### config.mk
export PLATFORM = sky130hd
export DESIGN_NAME = lsu_mem_bridge
export DESIGN_NICKNAME = d
export VERILOG_FILES = /design/src/rtl/lsu_mem_bridge.sv
export SDC_FILE = /design/constraint.sdc
export NUM_CORES = 1
export LEC_CHECK = 0
export BUFFER_PORTS_ARGS = -buffer_cell sky130_fd_sc_hd__buf_4
export CORE_AREA = 4 4 181 183
export CTS_CLUSTER_SIZE = 10
export DETAILED_ROUTE_END_ITERATION = 12
export DIE_AREA = 0 0 185 187
export GPL_ROUTABILITY_DRIVEN = 0
export GPL_TIMING_DRIVEN = 0
export PLACE_DENSITY = 0.73
export SYNTH_ARGS = -nofsm -noshare
export SYNTH_HDL_FRONTEND = slang
export SYNTH_SLANG_ARGS = --single-unit
### constraint.sdc
create_clock -name clock -period 7.2 [get_ports clock]
set_input_delay 0.36 -clock clock [delete_from_list [all_inputs] [get_ports clock]]
set_output_delay 0.36 -clock clock [all_outputs]
set_load 0.1 [all_outputs]
### src/rtl/lsu_mem_bridge.sv
// Single-outstanding bridge from an LSU request port to a simple 8-byte memory model.
// Optional misalignment trapping: define LSU_BRIDGE_MISALIGN_CHECK_EN.
`timescale 1ns/1ps
module lsu_mem_bridge #(
    parameter logic [63:0] PMEM_BASE = 64'h0000_0000_8000_0000,
    parameter logic [63:0] PMEM_SIZE = 64'h0000_0000_0800_0000
) (
    input  logic        clock,
    input  logic        reset,
    input  logic        req_valid,
    output logic        req_ready,
    input  logic        req_wen,
    input  logic [63:0] req_addr,
    input  logic [63:0] req_wdata,
    input  logic [1:0]  req_size,
    input  logic        req_signed,
    output logic        resp_valid,
    input  logic        resp_ready,
    output logic [63:0] resp_rdata,
    output logic        resp_err,
    output logic        mem_rd_en,
    output logic [63:0] mem_rd_addr,
    input  logic [63:0] mem_rd_data,
    output logic        mem_we_en,
    output logic [63:0] mem_we_addr,
    output logic [63:0] mem_we_data,
    output logic [7:0]  mem_we_mask,
    output logic [1:0]  dbg_state_o
);

    localparam logic [1:0] S_IDLE   = 2'd0;
    localparam logic [1:0] S_ACCESS = 2'd1;
    localparam logic [1:0] S_RESP   = 2'd2;

    logic [1:0]  state_q, state_d;
    logic [63:0] addr_q, addr_d;
    logic [63:0] wdata_q, wdata_d;
    logic [1:0]  size_q, size_d;
    logic        signed_q, signed_d;
    logic        wen_q, wen_d;
    logic        rd_en_q, rd_en_d;
    logic        we_en_q, we_en_d;
    logic        resp_valid_q, resp_valid_d;
    logic [63:0] resp_rdata_q, resp_rdata_d;
    logic        resp_err_q, resp_err_d;

    logic        accept;
    logic [64:0] req_last;
    logic [64:0] pmem_last;
    logic        range_err;
    logic        misalign_err;
    logic        req_err;
    logic [63:0] load_ext;
    logic [7:0]  size_mask;

    // Handshakes are valid/ready: a transfer happens on a rising edge where both are 1;
    // the sender holds its payload stable while valid is high and ready is low.
    assign accept = req_valid && req_ready;

    // Range math is 65 bits wide so an access wrapping past 2^64 is caught.
    always_comb begin
        req_last  = {1'b0, req_addr} + (65'd1 << req_size) - 65'd1;
        pmem_last = {1'b0, PMEM_BASE} + {1'b0, PMEM_SIZE} - 65'd1;
        range_err = ({1'b0, req_addr} < {1'b0, PMEM_BASE}) || (req_last > pmem_last);
    end

`ifdef LSU_BRIDGE_MISALIGN_CHECK_EN
    always_comb begin
        case (req_size)
            2'd1:    misalign_err = req_addr[0];
            2'd2:    misalign_err = |req_addr[1:0];
            2'd3:    misalign_err = |req_addr[2:0];
            default: misalign_err = 1'b0;
        endcase
    end
`else
    assign misalign_err = 1'b0;
`endif

    assign req_err = range_err || misalign_err;

    always_comb begin
        case (size_q)
            2'd0:    load_ext = {{56{signed_q & mem_rd_data[7]}},  mem_rd_data[7:0]};
            2'd1:    load_ext = {{48{signed_q & mem_rd_data[15]}}, mem_rd_data[15:0]};
            2'd2:    load_ext = {{32{signed_q & mem_rd_data[31]}}, mem_rd_data[31:0]};
            default: load_ext = mem_rd_data;
        endcase
    end

    always_comb begin
        case (size_q)
            2'd0:    size_mask = 8'h01;
            2'd1:    size_mask = 8'h03;
            2'd2:    size_mask = 8'h0F;
            default: size_mask = 8'hFF;
        endcase
    end

    always_comb begin
        state_d      = state_q;
        addr_d       = addr_q;
        wdata_d      = wdata_q;
        size_d       = size_q;
        signed_d     = signed_q;
        wen_d        = wen_q;
        rd_en_d      = 1'b0;
        we_en_d      = 1'b0;
        resp_valid_d = resp_valid_q;
        resp_rdata_d = resp_rdata_q;
        resp_err_d   = resp_err_q;
        case (state_q)
            S_IDLE: begin
                if (accept) begin
                    addr_d       = req_addr;
                    wdata_d      = req_wdata;
                    size_d       = req_size;
                    signed_d     = req_signed;
                    wen_d        = req_wen;
                    resp_rdata_d = 64'd0;
                    resp_err_d   = req_err;
                    if (req_err) begin
                        state_d      = S_RESP;
                        resp_valid_d = 1'b1;
                    end else begin
                        state_d = S_ACCESS;
                        rd_en_d = !req_wen;
                        we_en_d = req_wen;
                    end
                end
            end
            S_ACCESS: begin
                resp_rdata_d = wen_q ? 64'd0 : load_ext;
                resp_valid_d = 1'b1;
                state_d      = S_RESP;
            end
            S_RESP: begin
                if (resp_ready) begin
                    resp_valid_d = 1'b0;
                    state_d      = S_IDLE;
                end
            end
            default: begin
                resp_valid_d = 1'b0;
                state_d      = S_IDLE;
            end
        endcase
    end

    always_ff @(posedge clock or posedge reset) begin
        if (reset) begin
            state_q      <= S_IDLE;
            addr_q       <= 64'd0;
            wdata_q      <= 64'd0;
            size_q       <= 2'd0;
            signed_q     <= 1'b0;
            wen_q        <= 1'b0;
            rd_en_q      <= 1'b0;
            we_en_q      <= 1'b0;
            resp_valid_q <= 1'b0;
            resp_rdata_q <= 64'd0;
            resp_err_q   <= 1'b0;
        end else begin
            state_q      <= state_d;
            addr_q       <= addr_d;
            wdata_q      <= wdata_d;
            size_q       <= size_d;
            signed_q     <= signed_d;
            wen_q        <= wen_d;
            rd_en_q      <= rd_en_d;
            we_en_q      <= we_en_d;
            resp_valid_q <= resp_valid_d;
            resp_rdata_q <= resp_rdata_d;
            resp_err_q   <= resp_err_d;
        end
    end

    // Address/data are gated by the flopped enables so they read 0 outside ACCESS.
    assign req_ready   = (state_q == S_IDLE) && !reset;
    assign resp_valid  = resp_valid_q;
    assign resp_rdata  = resp_rdata_q;
    assign resp_err    = resp_err_q;
    assign mem_rd_en   = rd_en_q;
    assign mem_rd_addr = rd_en_q ? addr_q : 64'd0;
    assign mem_we_en   = we_en_q;
    assign mem_we_addr = we_en_q ? addr_q : 64'd0;
    assign mem_we_data = we_en_q ? wdata_q : 64'd0;
    assign mem_we_mask = we_en_q ? size_mask : 8'd0;
    assign dbg_state_o = state_q;

endmodule
# Word-level counts from Yosys, hierarchy flattened
# Index checks and enable logic that the tools add are counted.
# classes
eq_ne	7
order_cmp	2
n_bitwise	3
addsub	2
shift	1
reduce_logical	12
muxes	23
# ops
op	count
$mux 64	5
$pmux 64 s3	1
$pmux 64 s2	1
$add 64x65->65	1
$gt 65x32->1 const B	1
$shl 1x2->65 const A	1
$sub 65x1->65 const B	1
$lt 64x32->1 const B	1
$pmux 8 s3	1
$mux 1	9
$mux 8	1
$mux 2	3
$ne 2x2->1 const B	3
$pmux 2 s3	1
$reduce_and 2->1	3
$eq 2x1->1 const B	2
$eq 2x2->1 const B	2
$logic_not 2->1	2
$and 1x1->1	3
$pmux 1 s3	1
$reduce_and 3->1	1
$logic_and 1x1->1	2
$logic_not 1->1	2
$reduce_bool 2->1	1
$logic_or 1x1->1	1
# word_totals
register_bits	202
out_inout_bits	271
input_bits	200

# Longest topological paths before layout
# Gate-level depths: netlist of run 1.
# logic_depth
depth_word	8
mapped_depth	18

# Worst setup path after synthesis of run 1
# Ideal clock, no wire load.
# synth_timing
path_type	flip-flop to flip-flop
startpoint	register state_q[0] (netlist: dbg_state_o[0])
endpoint	register addr_q[0]
period_less_slack_ns	4.348
setup_slack_ns	2.852
required_ns	7.070
arrival_ns	4.218
stages_incl_launch_ff	7
n_path_buf	2
cell_sequence	dfrtp_1 > nor3_1 > nand2_1 > clkbuf_1 > clkbuf_1 > nand2_1 > o21ai_0
# synth_via
elab_chain_len	4
# synth_rtl
item	line	source
start: declaration	35	logic [1:0] state_q, state_d;
start signal: assignment	164	state_q <= state_d;
$logic_not 2->1	179	assign req_ready = (state_q == S_IDLE) && !reset;
$logic_and 1x1->1	179	
via req_ready	11	output logic req_ready,
$logic_and 1x1->1	58	assign accept = req_valid && req_ready;
$reduce_and 2->1 (no source line)	-	
end signal: assignment	165	addr_q <= addr_d;
end: declaration	36	logic [63:0] addr_q, addr_d;
# The timed path passes the listed nets, and every way through them passes these cells.
# A chain may end at the register's enable or synchronous reset.

# Final worst setup path of run 1
# layout_timing
startpoint	input req_size[0]
endpoint	register state_q[1] (netlist: dbg_state_o[1])
# layout_via
elab_chain_len	8
# layout_rtl
item	line	source
start: declaration	15	input logic [1:0] req_size,
$shl 1x2->65	62	req_last = {1'b0, req_addr} + (65'd1 << req_size) - 65'd1;
$add 64x65->65	62	
$sub 65x1->65	62	
$gt 65x32->1	64	range_err = ({1'b0, req_addr} < {1'b0, PMEM_BASE}) || (req_last > pmem_last);
$logic_or 1x1->1	64	
$mux 2	122	if (req_err) begin
$mux 2	114	if (accept) begin
$pmux 2 s3	112	case (state_q)
# Every way passes these cells. The select of a mux whose other input is x is not followed.

==> impl_summary.txt, run 1 <==
----------------------------------------------------
[Route]
  Final routed wirelength across all metal layers ... 57400 um
  Antenna violation net count after detailed routing ... 0
  Detailed router's first-iteration violation count ... 1489
  Number of detailed-routing iterations run before antenna repair ... 5
  Via Count ... 15649
  Number of remaining DRC errors ... 0
  Via-per-instance ratio ... 5.67
  Routed WL per cell ... 20.8 um

[STA]
  Timing-limited maximum frequency ... 227 MHz
  Final setup violation count ... 0
  Number of slew-limit violations in the final report ... 0
  Shortest period the worst path allows ... 4.40 ns
  Smallest setup slack after layout ... 2.80 ns
  Fraction of the cycle the final worst path needs ... 0.611
  Max Clock Skew ... 0.0172 ns
  Worst slew margin relative to its limit ... 0.328
  Unrepaired setup endpoints after global routing ... no
  Pin slew with the least headroom to its limit ... 0.983 ns
  Number of hold violations in the final report ... 0

[Clocking]
  Gates resized, CTS repair ... 0
  Clock tree from TritonCTS ... yes
  Root buffer cell ... sky130_fd_sc_hd__clkbuf_16
  Number of clock buffers inserted by TritonCTS ... 25
  Count of buffers added by post-CTS timing repair for setup ... 0
  Insertion delay of the later-clocked pin in the worst-skew pair ... 0.53 ns
  Number of sinks driven by the clock tree ... 202
  Maximum buffer depth of the clock tree ... 3
  Hold buffers post-CTS ... 26
  Clock-pin transition on the worst setup and hold timing paths ... 0.06 ns
  H-tree Lvls ... 1

[Worst setup path]
  Worst-case register-to-register setup slack ... 4.32 ns
  Cell depth of the worst flop-to-flop path ... 6
  Kind of launch point of the worst setup path ... input port
  Crit path max-delay cell type ... sky130_fd_sc_hd__nor4_2
  Count of buffer and inverter cells on the critical path ... 3
  Worst setup path class ... input port to flop
  Largest delay contributor family on the critical path ... compound AO/OA/AOI/OAI gates
  WP depth ... 18
  Arrival time at the worst endpoint ... 4.80 ns
  Endpoint required time on the critical path ... 7.61 ns
  Largest driver fanout on the critical path ... 5
  Critical path endpoint category ... flop
  Cell breakdown of the critical path ... buf_4, or2_2, ha_1, inv_1, ha_1, inv_1, fa_1, nand2b_1, a21oi_1, o311ai_1, a21boi_0, o21ai_0, mux2_2, a31oi_1, nand4_1, nor4_2, a21oi_1, a211o_1
  Slowest Stage Delay on Critical Path ... 0.60 ns

[Die]
  Die outline area ... 0.0346 mm^2
  Effective utilization at floorplan ... 0.454
  # IOs ... 471
  Number of standard-cell rows in the floorplan ... 65
  Height of the die ... 187 um
  Horiz. Die Dim ... 185 um
  Std-Cell Core Area ... 0.0312 mm^2

[Yosys]
  Count of flip-flops with a built-in enable after synthesis ... 0
  Leading cell types by total area after synthesis ... sky130_fd_sc_hd__dfrtp_1 (36%), sky130_fd_sc_hd__nand2_1 (11%), sky130_fd_sc_hd__and2_1 (8.9%)
  Mapped Area ... 0.0142 mm^2
  Most instantiated cells after synthesis ... sky130_fd_sc_hd__nand2_1 (421), sky130_fd_sc_hd__and2_1 (202), sky130_fd_sc_hd__dfrtp_1 (202)
  Share of the yosys chip area belonging to registers ... 0.356
  Cell count after synthesis ... 1824
  Asr flop ratio synth ... 1.00
  Synthesis warning total ... 0
  Most used standard cell by instance count after synthesis ... sky130_fd_sc_hd__nand2_1
  Average cell area after synthesis ... 7.78 um^2
  Net count after synthesis ... 2112
  Number of storage elements in the synthesis netlist ... 202
  Cell type contributing the most total cell area after synthesis ... sky130_fd_sc_hd__dfrtp_1
  Count of different cell masters after synthesis ... 89
  Top cell type's share of synthesized area ... 0.356
  Most used flip-flop cell after synthesis ... sky130_fd_sc_hd__dfrtp_1

[Pwr]
  Pwr dens ... 175 mW/mm^2
  Maximum resistive drop on vdd ... 0.166 mV
  Static leakage power ... 9.99 nW

[Place]
  Instance area after placement ... 0.0183 mm^2
  Total of buffers placed on input and output ports ... 470
  Hpwl dp ... 46600 um
  Worst setup slack after placement ... 2.37 ns

[Cells and area]
  Final Cell Area ... 0.0192 mm^2
  Register cell area after layout ... 0.00505 mm^2
  Layout Area Growth over Synthesis ... 35.6%
  Total Nets Final ... 2636
  Multi-input gate area in the final layout ... 0.00836 mm^2
  Ratio of cells with drive above 1 in the final layout ... 0.237
  Filler Cell Count ... 2810

[Global routing]
  Overall Global Routing Usage ... 0.315
  Antenna violations before repair ... 2
  Vias in the first global route ... 15137
  Pin count of the biggest net entering global routing ... 107
  Global-route wire length before repair ... 86100 um
  Sum of overflow across all layers after global routing ... 0

[Flow run]
  MaxCap Viol Count ... 0

[Status]
  Result of the run ... complete, no violations

[Hold path]
  Cell depth of the worst min-delay path ... 3
  Worst hold path class ... input port to flop

----------------------------------------------------
==> cell type report <==
type / count / share of cell area
antenna: 2 / 0.000260
buffer: 94 / 0.0211
clock buffer: 30 / 0.0340
clock inverter: 3 / 0.00306
inverter: 98 / 0.0195
multi-input combinational: 1430 / 0.435
sequential: 202 / 0.263
tap: 402 / 0.0262
timing repair buffer: 497 / 0.198
==> flip-flops by register name (all words and copies together), names as in the netlist <==
register / flops
addr_q: 64
resp_rdata: 64
wdata_q: 64
dbg_state_o: 2
size_q: 2
mem_rd_en: 1
mem_we_en: 1
resp_err: 1
resp_valid: 1
signed_q: 1
wen_q: 1
==> routing by layer <==
layer  GRT usage  share of wire  vias up
met5           0        0.00010        -
met4       0.159          0.065        2
met3      0.0700          0.088      216
met2       0.526           0.47      765
met1       0.381           0.38     7423
li1            -              -     7243
==> worst paths after layout <==
check | startpoint | to
hold / removal | req_wdata[43] | wdata_q[43]
min in group asynchronous | reset | resp_rdata[44]
max in group asynchronous | reset | addr_q[36]
setup / recovery | req_size[0] | dbg_state_o[1]
hold reg to reg | wdata_q[61] | wdata_q[61]
setup reg to reg | dbg_state_o[0] | addr_q[59]
==> per-stage QoR <==
stage	TNS [ns]	hold WS (ns)	utilization	instances	total power, mW
floorplan	0	0.426	-	1824	1.89
global placement	-188.74	0.450	0.583	2696	2.18
detailed placement	0	0.454	0.584	2697	2.21
CTS	0	0.000637	0.616	2756	3.37
global route	0	0.0160	0.616	2758	3.54
finish	0	0.0204	0.616	2758	3.37
==> placed cells by master, fill, tap and decap left out, types with 10 or more instances in the layout <==
master                          netlist  routed
sky130_fd_sc_hd__and3_1              13      13
sky130_fd_sc_hd__clkbuf_1            70      74
sky130_fd_sc_hd__a21o_1              22      22
sky130_fd_sc_hd__nor4_1              12      12
sky130_fd_sc_hd__buf_2               12      12
sky130_fd_sc_hd__buf_4                8     478
sky130_fd_sc_hd__xnor2_1             10      10
sky130_fd_sc_hd__and2_1             202     202
sky130_fd_sc_hd__nor2_1              74      74
sky130_fd_sc_hd__nand2b_1            27      27
sky130_fd_sc_hd__ha_1                87      87
sky130_fd_sc_hd__inv_1               97      96
sky130_fd_sc_hd__nor3_1              19      19
sky130_fd_sc_hd__dlygate4sd3_1        0      26
sky130_fd_sc_hd__nand4_1             27      27
sky130_fd_sc_hd__nand2_1            421     421
sky130_fd_sc_hd__a21oi_1            117     117
sky130_fd_sc_hd__nand3_1             25      25
sky130_fd_sc_hd__dfrtp_1            202     202
sky130_fd_sc_hd__o21ai_0            179     179
sky130_fd_sc_hd__clkbuf_16            0      25
==> worst register-to-register path: cells and delay by family (launching register included) <==
kind,cells,cell delay (ns)
compound gates,1,0.08
buf+inv,2,0.84
flops,1,0.48
simple gates,3,1.33
==> kinds of logic (layout without fill, tap and decap cells) <==
logic type                 after synthesis  in the layout  share of synthesized area
DFF                                    202            202                      0.356
AOI/OAI and AO/OA                      440            440                      0.190
other                                    0              2                          0
xor gates and xnor gates                13             13                    0.00803
and+or+nand+nor                        876            876                      0.304
muxes                                   13             13                    0.00970
buffers and inverters                  192            722                     0.0545
adders and majority gates               88             88                     0.0781
==> power by group <==
part           leakage [nW]  switching, mW  internal [mW]
registers              2.61          0.108           1.28
logic                  7.04          0.520          0.321
clock network         0.348          0.472          0.672
total                  9.99           1.10           2.27
No activity file was read; power rests on OpenSTA's default activity.
==> inputs of run 2 (changes only) <==
CORE_AREA = unset   (was 4 4 181 183)
CORE_MARGIN = 4   (was unset)
CORE_UTILIZATION = 47   (was unset)
DIE_AREA = unset   (was 0 0 185 187)
PLACE_DENSITY = 0.78   (was 0.73)
clock period = 3.8 ns   (was 7.2 ns; I/O delays follow)
==> impl_summary.txt, run 2 (synthesis results as in run 1) <==
----------------------------------------------------
[Route]
  Detailed router's first-iteration violation count ... 1950
  Number of remaining DRC errors ... 0
  Via-per-instance ratio ... 5.86
  Antenna violation net count after detailed routing ... 0
  Final routed wirelength across all metal layers ... 62100 um
  Via Count ... 16924
  Routed WL per cell ... 21.5 um
  Number of detailed-routing iterations run before antenna repair ... 8

[Global routing]
  Highest-utilization routing layer at the global route stage ... met2
  Vias in the first global route ... 16474
  Overall Global Routing Usage ... 0.355
  Sum of overflow across all layers after global routing ... 0
  Met1 global-route usage ... 0.421
  Antenna violations before repair ... 2
  Pin count of the biggest net entering global routing ... 43
  Met2 Resource Use GR ... 0.610
  Global-route wire length before repair ... 93400 um
  Met3 routing resource usage after global routing ... 0.0671

[STA]
  Shortest period the worst path allows ... 3.75 ns
  Worst-case hold slack ... -0.00282 ns
  Final setup violation count ... 0
  Max Clock Skew ... 0.0177 ns
  Worst slew margin relative to its limit ... 0.344
  Fraction of the cycle the final worst path needs ... 0.986
  Timing-limited maximum frequency ... 267 MHz
  Pin slew with the least headroom to its limit ... 0.981 ns
  Smallest setup slack after layout ... 0.0527 ns
  Number of slew-limit violations in the final report ... 0
  Number of hold violations in the final report ... 1

[Flow run]
  MaxCap Viol Count ... 0

[Cells and area]
  Most frequent cells in the layout ... sky130_fd_sc_hd__buf_4 (480), sky130_fd_sc_hd__nand2_1 (421), sky130_fd_sc_hd__and2_1 (202), sky130_fd_sc_hd__dfrtp_1 (202), sky130_fd_sc_hd__o21ai_0 (177)
  Final cell utilization of the core ... 0.698
  Total Nets Final ... 2776
  Filler Cell Count ... 2221
  Final cell count without fillers ... 2888
  Final Cell Area ... 0.0208 mm^2
  Ratio of cells with drive above 1 in the final layout ... 0.233
  Most common cell after layout, fill and taps aside ... sky130_fd_sc_hd__buf_4
  Layout Area Growth over Synthesis ... 46.3%

[Place]
  Worst setup slack after placement ... -0.929 ns
  Hpwl dp ... 46900 um
  Instance area after placement ... 0.0183 mm^2
  Placed Cells ... 2689
  Total of buffers placed on input and output ports ... 470

[Clocking]
  Clock tree from TritonCTS ... yes
  H-tree Lvls ... 1
  Number of clock buffers inserted by TritonCTS ... 26
  Maximum buffer depth of the clock tree ... 3
  Root buffer cell ... sky130_fd_sc_hd__clkbuf_16
  Clock-pin transition on the worst setup and hold timing paths ... 0.05 ns
  Number of sinks driven by the clock tree ... 202
  Insertion delay of the later-clocked pin in the worst-skew pair ... 0.53 ns

[Die]
  Die outline area ... 0.0330 mm^2
  # IOs ... 471
  Std-Cell Core Area ... 0.0297 mm^2
  Effective utilization at floorplan ... 0.477
  Horiz. Die Dim ... 182 um
  Number of standard-cell rows in the floorplan ... 63
  Height of the die ... 182 um

[Pwr]
  Pwr dens ... 317 mW/mm^2
  Static leakage power ... 10.6 nW
  Maximum resistive drop on vdd ... 0.325 mV
  Total Power Consumption ... 6.58 mW

[Worst setup path]
  Arrival time at the worst endpoint ... 4.16 ns
  Cell breakdown of the critical path ... dlygate4sd3_1, buf_4, ha_1, buf_2, nand4_2, or2_0, or4_4, nor2_2, or2_4, a211oi_4, a2111oi_4, o2111ai_1, nor4_4, a21oi_1, a211o_1
  Endpoint required time on the critical path ... 4.21 ns
  Worst setup path class ... input port to flop
  Crit path max-delay cell type ... sky130_fd_sc_hd__dlygate4sd3_1
  Count of buffer and inverter cells on the critical path ... 3
  Largest delay contributor family on the critical path ... simple AND/OR/NAND/NOR gates
  Largest driver fanout on the critical path ... 8
  Critical path endpoint category ... flop
  Kind of launch point of the worst setup path ... input port
  Slowest Stage Delay on Critical Path ... 0.55 ns

[Status]
  Result of the run ... finished with violations
  Violations in the final reports ... negative hold slack

[Hold path]
  Worst hold path class ... input port to flop

----------------------------------------------------
-- run 2: changes by cell type in the layout (fill, tap and decap cells not counted), moves of 2 or more --
cell and change:
sky130_fd_sc_hd__dlygate4sd3_1 +133, sky130_fd_sc_hd__buf_12 +5, sky130_fd_sc_hd__nor4_1 -3, sky130_fd_sc_hd__a2111oi_0 -2
sky130_fd_sc_hd__buf_4 +2, sky130_fd_sc_hd__clkinv_2 +2, sky130_fd_sc_hd__nand3_1 -2, sky130_fd_sc_hd__nand3_2 +2
sky130_fd_sc_hd__nor4_4 +2, sky130_fd_sc_hd__o21ai_0 -2, sky130_fd_sc_hd__o21ai_1 +2, sky130_fd_sc_hd__o41ai_1 -2
sky130_fd_sc_hd__o41ai_2 +2
-- run 2: final cells by class --
cell class	count	area [um^2]	area share
clock inverters	5	43.8	0.00211
flip-flops and latches	202	5050	0.244
diodes	2	5.00	0.000241
plain buffers	94	405	0.0195
well taps	390	488	0.0235
clock buffers	31	689	0.0332
multi-input cells	1430	8460	0.408
inverters	98	372	0.0179
repair buffers	636	5240	0.252
-- run 2: report_power, final --
part | internal, mW | switching (mW) | total, mW
Sequential | 2.43 | 0.214 | 2.64
Combinational | 0.712 | 1.05 | 1.77
Clock | 1.27 | 0.906 | 2.17
Total | 4.41 | 2.17 | 6.58
-- run 2: worst register-to-register path, delay by kind of cell, from the launching register on --
family	cells	cell delay [ns]
compound gates	2	0.72
buf+inv	2	0.54
flops	1	0.42
mux	1	0.14
simple gates	2	0.85
-- run 2: routing by layer --
metal	part of all wire	up-vias	routed length [um]
met2	0.48	1076	29800
met5	0	-	0
met3	0.087	276	5420
li1	-	7525	-
met4	0.067	0	4130
met1	0.37	8047	22800
-- run 2: stage by stage --
step | TNS, ns | hold slack (ns)
floorplan | 0 | 0.256
global placement | -57.20 | 0.364
detailed placement | -5.02 | 0.299
CTS | 0 | 0.00199
global route | -0.0226 | 0.00676
finish | 0 | -0.00282
-- run 2: final timing paths --
path | startpoint | slack [ns] | cells after the start | end
min in group asynchronous | reset | 0.31 | 3 | wdata_q[1]
max in group asynchronous | reset | 2.42 | 6 | resp_rdata[49]
worst max-delay path | req_addr[20] | 0.05 | 15 | dbg_state_o[1]
worst min-delay path | mem_rd_data[18] | -0.003 | 3 | resp_rdata[18]
worst max register to register | size_q[0] | 1.04 | 7 | resp_rdata[39]
worst min register to register | resp_rdata[47] | 0.47 | 2 | resp_rdata[47]
-- run 2: repair_timing --
action,CTS,global route
pin swaps,0,5
hold endpoints to repair,177,1
hold buffers,158,1
setup endpoints to repair,6,6
setup buffers,0,2
gates resized for setup,4,17
==> inputs of run 3 (changes only) <==
CORE_AREA = 4 4 183 185   (was unset)
CORE_MARGIN = unset   (was 4)
CORE_UTILIZATION = unset   (was 47)
CTS_BUF_LIST = sky130_fd_sc_hd__clkbuf_8   (was unset)
DIE_AREA = 0 0 187 189   (was unset)
PLACE_DENSITY = unset   (was 0.78)
PLACE_DENSITY_LB_ADDON = 0.2   (was unset)
==> impl_summary.txt, run 3 (synthesis results as in run 1) <==
----------------------------------------------------
[Status]
  Result of the run ... complete, no violations

[Die]
  Effective utilization at floorplan ... 0.443
  Std-Cell Core Area ... 0.0320 mm^2
  # IOs ... 471
  Height of the die ... 189 um
  Number of standard-cell rows in the floorplan ... 66
  Die outline area ... 0.0353 mm^2
  Horiz. Die Dim ... 187 um

[Place]
  Total of buffers placed on input and output ports ... 470
  Hpwl dp ... 46800 um
  Placed Cells ... 2707

[Global routing]
  Pin count of the biggest net entering global routing ... 42
  Global-route wire length before repair ... 92600 um
  Vias in the first global route ... 16144
  Overall Global Routing Usage ... 0.326
  Antenna violations before repair ... 5
  Sum of overflow across all layers after global routing ... 0

[Route]
  Highest metal layer with signal wires ... met4
  Via-per-instance ratio ... 5.62
  Routed WL per cell ... 20.5 um
  Final routed wirelength across all metal layers ... 60200 um
  Total routed wire length on the met1 layer ... 22800 um
  Number of detailed-routing iterations run before antenna repair ... 6
  Detail Route met3 WL ... 4650 um
  Number of remaining DRC errors ... 0
  Wire length on met2 ... 28600 um
  Antenna violation net count after detailed routing ... 0
  Detailed router's first-iteration violation count ... 1555
  Via Count ... 16534

[STA]
  Max Clock Skew ... 0.0290 ns
  Shortest period the worst path allows ... 3.74 ns
  Timing-limited maximum frequency ... 267 MHz
  Worst-case hold slack ... 0.0243 ns
  Worst slew margin relative to its limit ... 0.278
  Fraction of the cycle the final worst path needs ... 0.985
  Number of hold violations in the final report ... 0
  Final setup violation count ... 0
  Number of slew-limit violations in the final report ... 0
  Pin slew with the least headroom to its limit ... 1.08 ns

[Worst setup path]
  Endpoint required time on the critical path ... 4.19 ns
  Worst-case register-to-register setup slack ... 0.97 ns
  Worst setup path class ... input port to flop
  Arrival time at the worst endpoint ... 4.14 ns
  Largest driver fanout on the critical path ... 6
  Critical path endpoint category ... flop
  Kind of launch point of the worst setup path ... input port

[Clocking]
  H-tree Lvls ... 2
  Clock tree from TritonCTS ... yes
  Clock-pin transition on the worst setup and hold timing paths ... 0.06 ns
  Insertion delay of the later-clocked pin in the worst-skew pair ... 0.52 ns
  Number of sinks driven by the clock tree ... 202
  Number of clock buffers inserted by TritonCTS ... 36
  Maximum buffer depth of the clock tree ... 3
  Root buffer cell ... sky130_fd_sc_hd__clkbuf_8

[Hold path]
  Worst hold path class ... input port to flop

[Pwr]
  Combinational group share of total power ... 0.270
  Maximum resistive drop on vdd ... 0.267 mV
  Pwr dens ... 311 mW/mm^2
  Reg power frac ... 0.405
  Static leakage power ... 10.7 nW
  Internal portion of total power ... 4.35 mW
  Clock group share of total power ... 0.325
  Switching power of the nets ... 2.15 mW
  Fraction of power spent switching nets ... 0.330

[Cells and area]
  Most common cell after layout, fill and taps aside ... sky130_fd_sc_hd__buf_4
  Final cell count without fillers ... 2941
  Layout Area Growth over Synthesis ... 47.4%
  Filler Cell Count ... 2718
  Ratio of cells with drive above 1 in the final layout ... 0.240
  Total Nets Final ... 2793
  Most frequent cells in the layout ... sky130_fd_sc_hd__buf_4 (482), sky130_fd_sc_hd__nand2_1 (421), sky130_fd_sc_hd__and2_1 (202), sky130_fd_sc_hd__dfrtp_1 (202), sky130_fd_sc_hd__o21ai_0 (177)

[Flow run]
  MaxCap Viol Count ... 0

----------------------------------------------------
## run 3: path summary, 6_finish.rpt
path	depth (start not counted)	endpoint	startpoint
min	3	addr_q[54]	req_addr[54]
max	16	dbg_state_o[1]	req_addr[9]
max reg2reg	7	resp_rdata[38]	size_q[0]
max in group asynchronous	6	addr_q[60]	reset
min in group asynchronous	3	resp_rdata[62]	reset
min reg2reg	2	wdata_q[4]	wdata_q[4]
## run 3: metrics by stage
step           TNS, ns  cell area, um^2  utilization  worst slack, ns  power, mW
2_1_floorplan        0            14200            -            0.417       3.58
3_3_place_gp    -56.85            18200        0.569           -0.969       4.14
3_5_place_dp     -5.91            18300        0.572            -1.10       4.19
4_1_cts              0            20800        0.648           0.0108       6.47
5_1_grt        -0.0341            20900        0.652          -0.0321       6.85
6_report             0            20900        0.653           0.0566       6.50
## run 3: layout make-up
cell class              instances  area [um^2]  area share
well taps                     408          510      0.0244
clock buffers                  49          674      0.0323
repair buffers                643         5300       0.253
flip-flops and latches        202         5050       0.242
diodes                          6         15.0    0.000718
plain buffers                  94          408      0.0195
multi-input cells            1430         8500       0.406
clock inverters                11         77.6     0.00371
inverters                      98          372      0.0178
## run 3: critical path, stage by stage
cell	delay (ns)
sky130_fd_sc_hd__dlygate4sd3_1	0.54
sky130_fd_sc_hd__buf_4	0.12
sky130_fd_sc_hd__inv_1	0.04
sky130_fd_sc_hd__ha_1	0.35
sky130_fd_sc_hd__o21ai_0	0.25
sky130_fd_sc_hd__o21bai_1	0.12
sky130_fd_sc_hd__o311ai_2	0.38
sky130_fd_sc_hd__nand3_2	0.20
sky130_fd_sc_hd__a21oi_1	0.22
sky130_fd_sc_hd__xnor2_1	0.10
sky130_fd_sc_hd__o41ai_2	0.56
sky130_fd_sc_hd__nand4_1	0.23
sky130_fd_sc_hd__nor4_4	0.26
sky130_fd_sc_hd__buf_4	0.19
sky130_fd_sc_hd__a21oi_1	0.09
sky130_fd_sc_hd__a211o_1	0.30
## run 3: metal layers
layer,track usage,vias to the layer above
li1,-,7584
met1,0.390,7851
met2,0.549,865
met3,0.0640,234
met4,0.189,0
met5,0,-
## run 3: repair_timing
item,4_1_cts,5_1_grt
setup buffers,0,4
endpoints found under the hold margin,185,0
hold buffers,164,0
pin swaps,0,6
endpoints found under the setup margin,6,6
resized for setup,4,22
## run 3: power by group through the flow
stage / clock network [mW] / logic [mW] / registers [mW]
finish: 2.11 / 1.76 / 2.63
global route: 2.26 / 1.93 / 2.66
CTS: 2.15 / 1.69 / 2.63
detailed placement: 0 / 1.53 / 2.66
global placement: 0 / 1.49 / 2.65
floorplan: 0 / 0.987 / 2.59
